<file path="config.mk">
export PLATFORM = sky130hd
export DESIGN_NAME = udp_receive_param
export DESIGN_NICKNAME = d
export VERILOG_FILES = /design/src/rtl/udp_receive_param.sv
export SDC_FILE = /design/constraint.sdc
export NUM_CORES = 1
export LEC_CHECK = 0
export ABC_AREA = 1
export BUFFER_PORTS_ARGS = -buffer_cell sky130_fd_sc_hd__buf_2
export CAP_MARGIN = 25
export CORE_UTILIZATION = 50
export CTS_BUF_LIST = sky130_fd_sc_hd__clkbuf_16
export DETAILED_ROUTE_END_ITERATION = 7
export HOLD_SLACK_MARGIN = 0.08
export PLACE_DENSITY = 0.71
export SLEW_MARGIN = 20
export SYNTH_ARGS = -nofsm -noshare
export SYNTH_HDL_FRONTEND = slang
export SYNTH_SLANG_ARGS = --single-unit
</file>
<file path="constraint.sdc">
create_clock -name clk -period 6.55 [get_ports clk]
set_clock_uncertainty 0.05 [all_clocks]
set_input_delay 0.3275 -clock clk [delete_from_list [all_inputs] [get_ports clk]]
set_output_delay 0.3275 -clock clk [all_outputs]
set_load 0.1 [all_outputs]
</file>
<file path="src/rtl/udp_receive_param.sv">
// udp_receive_param: Ethernet/IPv4/UDP receive filter and payload extractor.
// Bytes are assembled from a GMII (8-bit) or MII (4-bit, low nibble first) bus.
// Headers are parsed one byte per byte strobe. Frames addressed to this board
// have their UDP payload streamed out on rec_en/rec_data. All other frames are
// counted in drop_cnt.
//
// state    | meaning
// ---------+----------------------------------------------------------
// IDLE     | waiting for rxdv (armed only after rxdv has been seen low)
// PREAMBLE | expecting 7 x 0x55 then 0xD5
// ETH_HEAD | 14-byte MAC header: destination MAC, ethertype 0x0800
// IP_HEAD  | 20-byte IPv4 header: version/IHL, protocol, dst IP, checksum
// IP_OPT   | skipping (IHL-5)*4 option bytes
// UDP_HEAD | 8-byte UDP header: dst port, length, capture source info
// RX_DATA  | streaming payload bytes
// RX_END   | swallowing padding/FCS until rxdv falls

module udp_receive_param #(
  parameter int          DATA_W       = 8,
  parameter logic [47:0] BOARD_MAC    = 48'h00_11_22_33_44_55,
  parameter logic [31:0] BOARD_IP     = {8'd192, 8'd168, 8'd1, 8'd123},
  parameter logic [15:0] BOARD_PORT   = 16'd5000,
  parameter bit          ACCEPT_BCAST = 1'b1,
  parameter bit          CHECK_CSUM   = 1'b1
) (
  input  logic              clk,
  input  logic              rst,
  input  logic              eth_rxdv,
  input  logic [DATA_W-1:0] eth_rx_data,
  output logic              rec_en,
  output logic [7:0]        rec_data,
  output logic [15:0]       rec_byte_num,
  output logic              rec_pkt_done,
  output logic              rec_pkt_err,
  output logic [31:0]       src_ip,
  output logic [15:0]       src_port,
  output logic [15:0]       drop_cnt
);

  typedef enum logic [2:0] {
    IDLE, PREAMBLE, ETH_HEAD, IP_HEAD, IP_OPT, UDP_HEAD, RX_DATA, RX_END
  } state_t;

  logic       byte_stb;
  logic [7:0] rx_byte;

  generate
    if (DATA_W == 8) begin : g_gmii
      assign byte_stb = eth_rxdv;
      assign rx_byte  = eth_rx_data;
    end else begin : g_mii
      logic       phase;
      logic [3:0] lo_nib;
      // pair nibbles low-first; the phase restarts whenever rxdv is low
      always_ff @(posedge clk or posedge rst) begin
        if (rst) begin
          phase  <= 1'b0;
          lo_nib <= 4'd0;
        end else if (!eth_rxdv) begin
          phase  <= 1'b0;
        end else begin
          phase <= ~phase;
          if (!phase) lo_nib <= eth_rx_data;
        end
      end
      assign byte_stb = eth_rxdv & phase;
      assign rx_byte  = {eth_rx_data, lo_nib};
    end
  endgenerate

  state_t      state, state_n;
  logic [15:0] cnt, cnt_n, pcnt;
  logic [39:0] sh, sh_n;
  logic [15:0] csum, csum_n, csum_fold;
  logic [16:0] csum_sum;
  logic [3:0]  ihl, ihl_n;
  logic [31:0] ip_t, ip_t_n;
  logic [15:0] sport_t, sport_t_n;
  logic        acc, acc_n, armed, armed_n;
  logic        rec_en_n, done_n, err_n;
  logic [7:0]  rec_data_n;
  logic [15:0] rec_byte_num_n, src_port_n, drop_cnt_n, ulen;
  logic [31:0] src_ip_n;
  logic        hdr_drop, abort, pre;

  // state and datapath registers
  always_ff @(posedge clk or posedge rst) begin
    if (rst) begin
      state        <= IDLE;
      cnt          <= 16'd0;
      sh           <= 40'd0;
      csum         <= 16'd0;
      ihl          <= 4'd0;
      ip_t         <= 32'd0;
      sport_t      <= 16'd0;
      acc          <= 1'b0;
      armed        <= 1'b0;
      rec_en       <= 1'b0;
      rec_data     <= 8'd0;
      rec_byte_num <= 16'd0;
      rec_pkt_done <= 1'b0;
      rec_pkt_err  <= 1'b0;
      src_ip       <= 32'd0;
      src_port     <= 16'd0;
      drop_cnt     <= 16'd0;
    end else begin
      state        <= state_n;
      cnt          <= cnt_n;
      sh           <= sh_n;
      csum         <= csum_n;
      ihl          <= ihl_n;
      ip_t         <= ip_t_n;
      sport_t      <= sport_t_n;
      acc          <= acc_n;
      armed        <= armed_n;
      rec_en       <= rec_en_n;
      rec_data     <= rec_data_n;
      rec_byte_num <= rec_byte_num_n;
      rec_pkt_done <= done_n;
      rec_pkt_err  <= err_n;
      src_ip       <= src_ip_n;
      src_port     <= src_port_n;
      drop_cnt     <= drop_cnt_n;
    end
  end

  // next-state, header checks and output pulses
  always_comb begin
    state_n        = state;
    cnt_n          = cnt;
    sh_n           = sh;
    csum_n         = csum;
    ihl_n          = ihl;
    ip_t_n         = ip_t;
    sport_t_n      = sport_t;
    acc_n          = acc;
    armed_n        = armed | ~eth_rxdv;
    rec_en_n       = 1'b0;
    rec_data_n     = rec_data;
    rec_byte_num_n = rec_byte_num;
    done_n         = 1'b0;
    err_n          = 1'b0;
    src_ip_n       = src_ip;
    src_port_n     = src_port;
    drop_cnt_n     = drop_cnt;
    hdr_drop       = 1'b0;
    abort          = 1'b0;
    pre            = 1'b0;
    pcnt           = (state == IDLE) ? 16'd0 : cnt;
    ulen           = sh[23:8];
    csum_sum       = {1'b0, csum} + {1'b0, sh[7:0], rx_byte};
    csum_fold      = csum_sum[15:0] + {15'd0, csum_sum[16]};

    if (byte_stb) sh_n = {sh[31:0], rx_byte};

    if (!eth_rxdv && state != IDLE && state != RX_END) begin
      abort   = 1'b1;
      state_n = IDLE;
      cnt_n   = 16'd0;
      err_n   = (state == RX_DATA);
    end else begin
      case (state)
        IDLE: begin
          cnt_n = 16'd0;
          if (eth_rxdv && armed) begin
            state_n = PREAMBLE;
            pre     = byte_stb;
          end
        end
        PREAMBLE: pre = byte_stb;
        ETH_HEAD: if (byte_stb) begin
          cnt_n = cnt + 16'd1;
          if (cnt == 16'd5) begin
            if (!(({sh, rx_byte} == BOARD_MAC) ||
                  (ACCEPT_BCAST && ({sh, rx_byte} == 48'hFFFF_FFFF_FFFF))))
              hdr_drop = 1'b1;
          end else if (cnt == 16'd13) begin
            if ({sh[7:0], rx_byte} == 16'h0800) begin
              state_n = IP_HEAD;
              cnt_n   = 16'd0;
              csum_n  = 16'd0;
            end else begin
              hdr_drop = 1'b1;
            end
          end
        end
        IP_HEAD: if (byte_stb) begin
          cnt_n = cnt + 16'd1;
          if (cnt[0]) csum_n = csum_fold;
          if (cnt == 16'd0) begin
            ihl_n = rx_byte[3:0];
            if (rx_byte[7:4] != 4'd4 || rx_byte[3:0] < 4'd5) hdr_drop = 1'b1;
          end else if (cnt == 16'd9) begin
            if (rx_byte != 8'h11) hdr_drop = 1'b1;
          end else if (cnt == 16'd15) begin
            ip_t_n = {sh[23:0], rx_byte};
          end else if (cnt == 16'd19) begin
            if ({sh[23:0], rx_byte} != BOARD_IP ||
                (CHECK_CSUM && csum_fold != 16'hFFFF)) begin
              hdr_drop = 1'b1;
            end else begin
              state_n = (ihl == 4'd5) ? UDP_HEAD : IP_OPT;
              cnt_n   = 16'd0;
            end
          end
        end
        IP_OPT: if (byte_stb) begin
          cnt_n = cnt + 16'd1;
          if (cnt == ({10'd0, ihl, 2'b00} - 16'd21)) begin
            state_n = UDP_HEAD;
            cnt_n   = 16'd0;
          end
        end
        UDP_HEAD: if (byte_stb) begin
          cnt_n = cnt + 16'd1;
          if (cnt == 16'd1) sport_t_n = {sh[7:0], rx_byte};
          if (cnt == 16'd7) begin
            // sh now holds bytes 2..6: dst port in [39:24], length in [23:8]
            if (sh[39:24] != BOARD_PORT || ulen < 16'd8) begin
              hdr_drop = 1'b1;
            end else begin
              rec_byte_num_n = ulen - 16'd8;
              src_ip_n       = ip_t;
              src_port_n     = sport_t;
              cnt_n          = 16'd0;
              if (ulen == 16'd8) begin
                state_n = RX_END;
                acc_n   = 1'b1;
              end else begin
                state_n = RX_DATA;
              end
            end
          end
        end
        RX_DATA: if (byte_stb) begin
          rec_en_n   = 1'b1;
          rec_data_n = rx_byte;
          cnt_n      = cnt + 16'd1;
          if (cnt + 16'd1 == rec_byte_num) begin
            state_n = RX_END;
            acc_n   = 1'b1;
          end
        end
        RX_END: if (!eth_rxdv) begin
          state_n = IDLE;
          cnt_n   = 16'd0;
          done_n  = acc;
          acc_n   = 1'b0;
        end
        default: state_n = IDLE;
      endcase
    end

    if (pre) begin
      if (pcnt < 16'd7) begin
        if (rx_byte == 8'h55) cnt_n = pcnt + 16'd1;
        else                  hdr_drop = 1'b1;
      end else if (rx_byte == 8'hD5) begin
        state_n = ETH_HEAD;
        cnt_n   = 16'd0;
      end else begin
        hdr_drop = 1'b1;
      end
    end

    if (hdr_drop) begin
      state_n = RX_END;
      acc_n   = 1'b0;
      cnt_n   = 16'd0;
    end

    if ((hdr_drop || abort) && drop_cnt != 16'hFFFF) drop_cnt_n = drop_cnt + 16'd1;
  end

endmodule

</file>
==> impl.org, run 1 <==
** Power
- Power dissipated by switching net loads :: 2432 uW
- Maximum vdd drop :: 0.0002866 V
- Net switching is 45.40% of the power.
- Pleak :: 0.007350 uW
- Clock Power Share :: 24.4%
- Combinational cells account for 42.3% of the total power.
- Total internal power :: 2926 uW
- The share of total power dissipated in sequential elements is 33.3%.
- For this design the ratio of total power to cell area is 370.2 mW/mm2.

** Floorplanning
- After floorplanning, the core was sized to cover 0.02518 mm2.
- In this run the core area contains 58 standard-cell rows.
- The floorplan step set the die height to 162.2 um.
- Die area :: 0.02631 mm2
- Initial core utilization :: 50.96%
- The die is 162.2 um wide.
- For this design the top-level I/O count stands at 102.

** Clock network
- Clock sink count :: 220
- Clock root buffer :: clkbuf_16
- Clock tree from TritonCTS :: built
- At the later pin of the worst-skew pair, clock insertion delay measures 0.53 ns.
- Counting along the longest clock path gives a buffer depth of 3.
- Resized Gates After CTS :: 0
- Counting the buffers created by CTS gives 24.
- Clock-pin slew was measured on the worst setup and hold paths at 0.06 ns.
- # H-tree levels :: 1

** STA
- Final-layout setup total negative slack :: 0 ns
- For the pin with the worst max-slew slack, the measured transition is 0.8759 ns.
- The number of failing hold endpoints at the final stage is 0.
- Measured against its own limit, the worst slew margin works out to 41.60%.
- Crit share post-route :: 71.15%
- Timing would allow up to 0.2146 GHz.
- Final slew viol count :: 0
- RSZ-0062 raised after global routing :: no
- Setup violations remaining at the end of the flow were counted as 0.
- Minimum period implied by the final worst setup slack :: 4.660 ns

** Detailed routing
- Vias :: 12240
- For this block, the routed nets add up to 37940 um of wire.
- In the routed design, unresolved DRC markers number 0.
- 1st-iter DRT viols :: 1279
- First-pass DRT Iterations :: 5
- The count of nets left with antenna violations once routing finished came out at 0.
- Routed wire per std cell :: 17.26 um
- Via/cell ratio :: 5.568

** Layout
- Fill cells in the final layout number 2428.
- Leaving out fill and tap cells, the most frequent cell in the layout is nand2_1.
- With fillers left out, the area of the finished cells amounts to 0.01447 mm2.
- Top library cells by usage in the layout, fill and taps aside :: nand2_1 (572), dfrtp_1 (220), inv_1 (197), o21ai_0 (165), nor2_1 (106)
- Fraction of final layout cells sized beyond drive strength 1 :: 11.72%
- Multi-input logic area :: 0.006327 mm2
- In the final design database the tool counted 1889 nets.
- 0 antenna diodes ended up in the layout.
- Compared with the post-synthesis result, the final layout area differs by 12.78%.
- Area occupied by registers :: 0.005505 mm2

** Place
- In this run the tool buffered the top-level ports with 101 buffer cells.
- Once placement finished, the instance area stood at 0.01365 mm2.
- At the end of routability-driven placement, the weighted congestion stood at 0.9767.
- Detailed placement finished with a half-perimeter wire length of 28230 um.

** GRT
- The via count of the first global-routing pass is 11630.
- Maximum number of pins on one net before global-route repair :: 96
- The first global-routing pass estimated 61890 um of wire.
- Summed over all layers, the global routing overflow is 0.
- For this run, the total global-route usage over all layers was measured as 29.66%.
- The initial antenna violation count is 0.

** Synth
- Synthesis inferred 220 register bits.
- Count of flip-flops with a built-in enable after synthesis :: 0
- Net Count, Synth :: 1799
- For this run, asynchronously set or reset flops after synthesis account for 100.0%.
- Commonest register cell after synthesis :: dfrtp_1
- Summing every instance area after synthesis gives 0.01283 mm2.
- Gate count of the mapped netlist :: 1761
- Yosys synthesis warning count :: 0
- After synthesis, the mean cell area works out to 7.288 um2.
- Summing the sequential cell areas from Yosys gives 42.90% of the chip area.
- Synthesis instantiated 50 different standard cells from the library.

** Worst setup path
- In this run the worst path has a maximum fanout of 17.
- The critical path is of the input port to flip-flop type.
- Capturing element type of the critical path :: flip-flop
- Slowest cell on the critical path :: dlygate4sd3_1
- The cell that appears most often on the critical path is nand2_1.
- Reg2Reg Setup Slack :: 2.03 ns
- Data required time at the worst endpoint :: 6.96 ns
- At the worst endpoint, the arrival time is 5.07 ns.
- On the worst path, the slowest cell contributes a delay of 0.54 ns.
- STA classifies the critical path startpoint as an input port.

** Hold path
- Classification of the worst-slack hold path :: input port to flip-flop

** Status
- Result of the run :: finished clean

** Job
- Max-cap violations in this run came to 0.
==> registers in the layout, indices dropped and copies added, names as in the netlist, 4 cells and up <==
register,count
sport_t,16
ip_t,32
src_port,16
ihl,4
drop_cnt,16
cnt,16
sh,40
csum,16
rec_data,8
rec_byte_num,16
src_ip,32
==> area by class of cell <==
type | instances | share of cell area (%)
clock buffer | 24 | 4.149
clock inverter | 19 | 1.011
inverter | 209 | 5.481
multi-input combinational | 1277 | 43.72
sequential | 220 | 38.04
tap | 330 | 2.853
timing repair buffer | 119 | 4.754
==> per-layer routing <==
| metal | part of all wire [%] | up-vias | wire length, um | track usage [%] |
|---|---|---|---|---|
| met2 | 45 | 426 | 17150 | 47.60 |
| met4 | 3.4 | 0 | 1289 | 10.72 |
| li1 | - | 5895 | - | - |
| met5 | 0 | - | 0 | 0 |
| met1 | 45 | 5827 | 17190 | 41.73 |
| met3 | 6.1 | 90 | 2304 | 2.835 |
==> cells by family after synthesis <==
family / count (synthesis) / share of synthesized area [%]
xor+xnor: 52 / 3.549
flops: 220 / 42.90
buf+inv: 264 / 7.858
compound gates: 238 / 10.35
fa+ha+maj: 27 / 2.691
simple gates: 960 / 32.65
==> final timing paths <==
path / from / end / cells past startpoint
setup / recovery: eth_rx_data[0] / drop_cnt[5] / 37
setup reg to reg: csum[0] / drop_cnt[5] / 35
hold reg to reg: armed / armed / 2
min in group asynchronous: rst / cnt[14] / 3
max in group asynchronous: rst / ip_t[26] / 4
hold / removal: eth_rx_data[4] / sh[4] / 3
==> stage by stage <==
step | hold slack (ns) | util [%] | setup WS [ns] | std cells | power, uW
6_report | 0.09315 | 57.48 | 1.890 | 2198 | 5358
3_5_place_dp | 0.3877 | 54.19 | 1.909 | 2147 | 4031
2_1_floorplan | 0.3643 | - | 0.1514 | 1761 | 3484
3_3_place_gp | 0.3817 | 54.02 | 2.120 | 2145 | 4001
4_1_cts | 0.09616 | 57.48 | 1.884 | 2198 | 5345
5_1_grt | 0.1294 | 57.48 | 1.301 | 2198 | 5711
==> what timing repair did <==
item / CTS / global route
endpoints found under the hold margin: 101 / 0
buffers inserted: 0 / 0
hold buffers: 8 / 0
==> power groups by stage <==
stage | combinational (uW) | sequential, uW | clock (uW)
2_1_floorplan | 1490 | 2000 | 0
3_3_place_gp | 2210 | 1800 | 0
3_5_place_dp | 2230 | 1800 | 0
4_1_cts | 2250 | 1780 | 1320
5_1_grt | 2540 | 1810 | 1370
6_report | 2270 | 1780 | 1310
==> cells in the mapped netlist (2+ instances only) <==
cell type / number / area share, %
nand2_1: 572 / 17
dfrtp_1: 220 / 43
inv_1: 194 / 5.7
o21ai_0: 165 / 6.4
nor2_1: 107 / 3.1
nand3_1: 105 / 4.1
clkbuf_1: 50 / 1.5
nand4_1: 50 / 2.4
xor2_1: 43 / 2.9
nor3_1: 41 / 1.6
ha_1: 26 / 2.5
a21oi_1: 22 / 0.86
nor2_2: 20 / 0.97
nor4_1: 17 / 0.83
nand2_2: 16 / 0.78
o211ai_1: 13 / 0.76
inv_2: 12 / 0.35
or2_2: 10 / 0.49
xnor2_1: 9 / 0.61
nand3_2: 7 / 0.55
o2111ai_1: 6 / 0.41
o21ai_1: 6 / 0.23
a211oi_1: 4 / 0.23
nand3b_1: 4 / 0.23
a221oi_1: 3 / 0.20
a32o_1: 3 / 0.23
and2_1: 3 / 0.15
o221ai_1: 3 / 0.20
o22ai_1: 3 / 0.15
buf_1: 2 / 0.059
buf_6: 2 / 0.18
clkinv_1: 2 / 0.059
nor2_4: 2 / 0.18
o21bai_1: 2 / 0.12
o31ai_1: 2 / 0.12
==> critical path, delay by kind of cell <==
| kind | cells | cell delay (ns) |
|---|---|---|
| AND/OR/NAND/NOR | 25 | 2.56 |
| AO/OA/AOI/OAI | 2 | 0.26 |
| buffers and inverters | 7 | 1.07 |
| adder cells (fa/ha/maj) | 3 | 0.81 |
No activity file was read; power rests on OpenSTA's default activity.
==> run 2: changes to the inputs <==
--- a/config.mk
+++ b/config.mk
@@ -12,7 +12,7 @@
 export CTS_BUF_LIST = sky130_fd_sc_hd__clkbuf_16
 export DETAILED_ROUTE_END_ITERATION = 7
 export HOLD_SLACK_MARGIN = 0.08
-export PLACE_DENSITY = 0.71
+export PLACE_DENSITY = 0.68
 export SLEW_MARGIN = 20
 export SYNTH_ARGS = -nofsm -noshare
 export SYNTH_HDL_FRONTEND = slang
==> constraint.sdc (replaced) <==
create_clock -name clk -period 4.5 [get_ports clk]
set_clock_uncertainty 0.05 [all_clocks]
set_input_delay 0.225 -clock clk [delete_from_list [all_inputs] [get_ports clk]]
set_output_delay 0.225 -clock clk [all_outputs]
set_load 0.1 [all_outputs]
==> run 2 against run 1 <==
Largest cell class unchanged. First-iteration DRC count shrank 17%. Core utilization increased by 1.7 points. Sequential cell count did not move. Final cell count rose by 1.1%. Setup slack worse by 1.6 ns. Routed wire length fell by 0.22%. Worst hold slack better by 0.30 ns. Sequential share of layout area shrank 1.1 points. Critical path depth decreased by 6. Sequential power grew 46%.
==> impl.org, run 2 (synthesis gave the netlist of run 1 again) <==
** Power
- Combinational share of power :: 42.5% (+0.2 points)
- The cell internal power dissipation is 4627 uW (+58%).
- The leakage power total was 0.007476 uW (+1.7%).
- The power per cell area is 555.6 mW/mm2 (+50%).
- The overall power of the completed layout came to 8285 uW (+55%).
- The portion of total power attributed to sequential cells came to 31.3% (-2.0 points).
- Switching share of power :: 44.15% (-1.2 points)
- The worst supply voltage drop on vdd was 0.0003645 V (+27%).
- Clock Power Share :: 26.2% (+1.8 points)
- The net switching component of the power is 3658 uW (+50%).

** STA
- The worst path uses 94.47% of the clock period.
- Final setup violation count :: 0 (unchanged)
- Remaining max-slew budget at the tightest pin :: 33.31% (-8.3 points)
- The number of failing hold endpoints at the final stage came to 0 (unchanged).
- Minimum period implied by the final worst setup slack :: 4.251 ns
- Worst Max-Slew Pin Slew :: 1.000 ns (+0.1243 ns)
- Maximum clock frequency :: 0.2352 GHz
- The max-slew violation count came to 0 (unchanged).
- The final worst-path setup slack came to 0.2487 ns (-1.641 ns).

** GRT
- Wire length of the first global-routing pass :: 61430 um (-0.74%)
- The pin count of the biggest net entering global routing came to 174 (+81%).
- Vias in the first global route :: 11630 (-0.052%)
- The initial antenna violation count came to 0 (unchanged).
- The overall fraction of global-route tracks in use was 29.53% (-0.12 points).
- Total grt overflow :: 0 (unchanged)

** Floorplanning
- The count of standard-cell rows is 58 (unchanged).
- Std-Cell Core Area :: 0.02518 mm2 (unchanged)
- I/O pin total :: 102 (unchanged)
- The die extent in x was 162.2 um (unchanged).
- Height of the die :: 162.2 um (unchanged)
- The initial core utilization was 50.96% (unchanged).
- The area of the die was 0.02631 mm2 (unchanged).

** Detailed routing
- The per-cell via count in the routed design is 5.514 (-0.98%).
- Total wire length after detailed routing :: 37860 um (-0.22%)
- First-pass DRT Iterations :: 5 (unchanged)
- 1st-iter DRT viols :: 1066 (-17%)
- Remaining routing DRC violations :: 0 (unchanged)
- The vias after detailed routing is 12250 (+0.11%).
- The number of nets with antenna violations after routing came to 0 (unchanged).
- The final routed wire length divided by cell count was 17.04 um (-1.3%).

** Place
- The final weighted congestion in routability-driven placement was 0.9704 (-0.65%).
- Post-detailed-placement half-perimeter wirelength :: 27950 um (-0.99%)
- Count of input and output buffers :: 101 (unchanged)
- Worst setup slack after placement :: 0.08968 ns (-1.819 ns)
- The area of placed instances was 0.01371 mm2 (+0.44%).

** Layout
- The core occupancy in the finished layout is 59.22% (+1.7 points).
- The largest registers in the layout are sh: 40 flops, ip_t: 32 flops, src_ip: 32 flops.
- The proportion of layout cells with a drive suffix above 1 is 14.06% (+2.3 points).
- Leaving out fill and tap cells, the most frequent cell in the layout is nand2_1.
- N_diodes :: 0 (unchanged)
- The final standard cell area without fillers was 0.01491 mm2 (+3.0%).
- Reg with most FFs :: sh
- Nets :: 1912 (+1.2%)
- The top cell types in the final layout, fill and taps aside, are nand2_1 (568), dfrtp_1 (220), inv_1 (192), o21ai_0 (165), nand3_1 (105).
- Flip-flop count of the largest register after layout :: 40 (unchanged)
- From synthesis to final layout, the design area changed by 16.19%.

** Worst setup path
- STA classifies the critical path endpoint as a flip-flop.
- Crit start category :: flip-flop
- For this design, the slowest cell found on the critical path is dfrtp_1.
- The required time of the critical path is 4.87 ns (-2.09 ns).
- The worst setup path is of the flip-flop to flip-flop kind.
- Crit-path max cell delay :: 0.43 ns (-0.11 ns)
- The peak fanout along the critical path came to 6 (-11).
- Most prevalent standard cell on the critical path :: nand2_1
- Number of buffer and inverter instances along the worst setup path :: 4 (-3)
- The data arrival time at the worst-slack endpoint was 4.62 ns (-0.45 ns).
- Delay-heaviest family, CP :: simple AND/OR/NAND/NOR gates

** Clock network
- Clock tree from TritonCTS :: built
- TritonCTS Buffers :: 25 (+4.2%)
- # H-tree levels :: 1 (unchanged)
- Worst-Skew Late Latency :: 0.55 ns (+0.02 ns)
- The clock-pin slew of the registers on the worst-case setup and hold paths came to 0.06 ns (about the same).
- The deepest clock path buffer count was 3 (unchanged).
- Clock sink count :: 220 (unchanged)
- The tree is rooted in a clkbuf_16.

** Hold path
- The worst hold path belongs to the class flip-flop to flip-flop.

** Job
- Max-cap check violation count :: 0 (unchanged)

** Status
- The flow ran to the end, and the final reports show no timing, DRC or antenna violations.
## run 2: layout make-up
class,instances,area (um2)
clock buffer,25,625.6
clock inverter,20,245.2
fill,2413,10270
inverter,209,789.5
multi-input combinational,1277,6459
sequential,220,5505
tap,330,412.9
timing repair buffer,141,874.6
## run 2: tightest hold or removal path, delay by kind of cell (launching register included)
family,cells,cell delay [ns]
buf+inv,1,0.05
flops,1,0.32
simple gates,1,0.05
## run 2: path summary, 6_finish.rpt
path / startpoint / end / slack [ns] / depth (start not counted)
max: csum[7] / cnt[4] / 0.25 / 31
min: armed / armed / 0.40 / 2
max reg2reg: csum[7] / cnt[4] / 0.25 / 31
min reg2reg: armed / armed / 0.40 / 2
max in group asynchronous: rst / csum[4] / 3.17 / 4
min in group asynchronous: rst / rec_byte_num[10] / 0.43 / 4
## run 2: per-layer routing
metal / track usage (%) / vias up / share of wire, %
met5: 0 / - / 0
met4: 11.32 / 0 / 3.6
met3: 3.626 / 93 / 6.4
met2: 46.16 / 468 / 45
met1: 41.87 / 5742 / 45
li1: - / 5948 / -
## run 2: power groups by stage
| stage | clock [uW] | combinational [uW] | sequential, uW |
|---|---|---|---|
| after global routing | 2290 | 3900 | 2630 |
| after floorplan | 0 | 2170 | 2910 |
| final | 2170 | 3520 | 2590 |
| after CTS | 2200 | 3350 | 2570 |
| after global placement | 0 | 3290 | 2600 |
| after detailed placement | 0 | 3330 | 2610 |
## run 2: through the flow
step | hold WS, ns | instances | TNS, ns
after global routing | 0.4131 | 2222 | -0.3218
after floorplan | 0.2918 | 1761 | 0
after global placement | 0.3832 | 2156 | 0
final | 0.3963 | 2222 | 0
after detailed placement | 0.3872 | 2157 | 0
after CTS | 0.4023 | 2212 | 0
## run 2: repair_timing
action,CTS,global route
buffers inserted,0,9
setup endpoints to repair,0,36
gates resized for setup,0,31
endpoints found under the hold margin,235,0
hold buffers,10,0
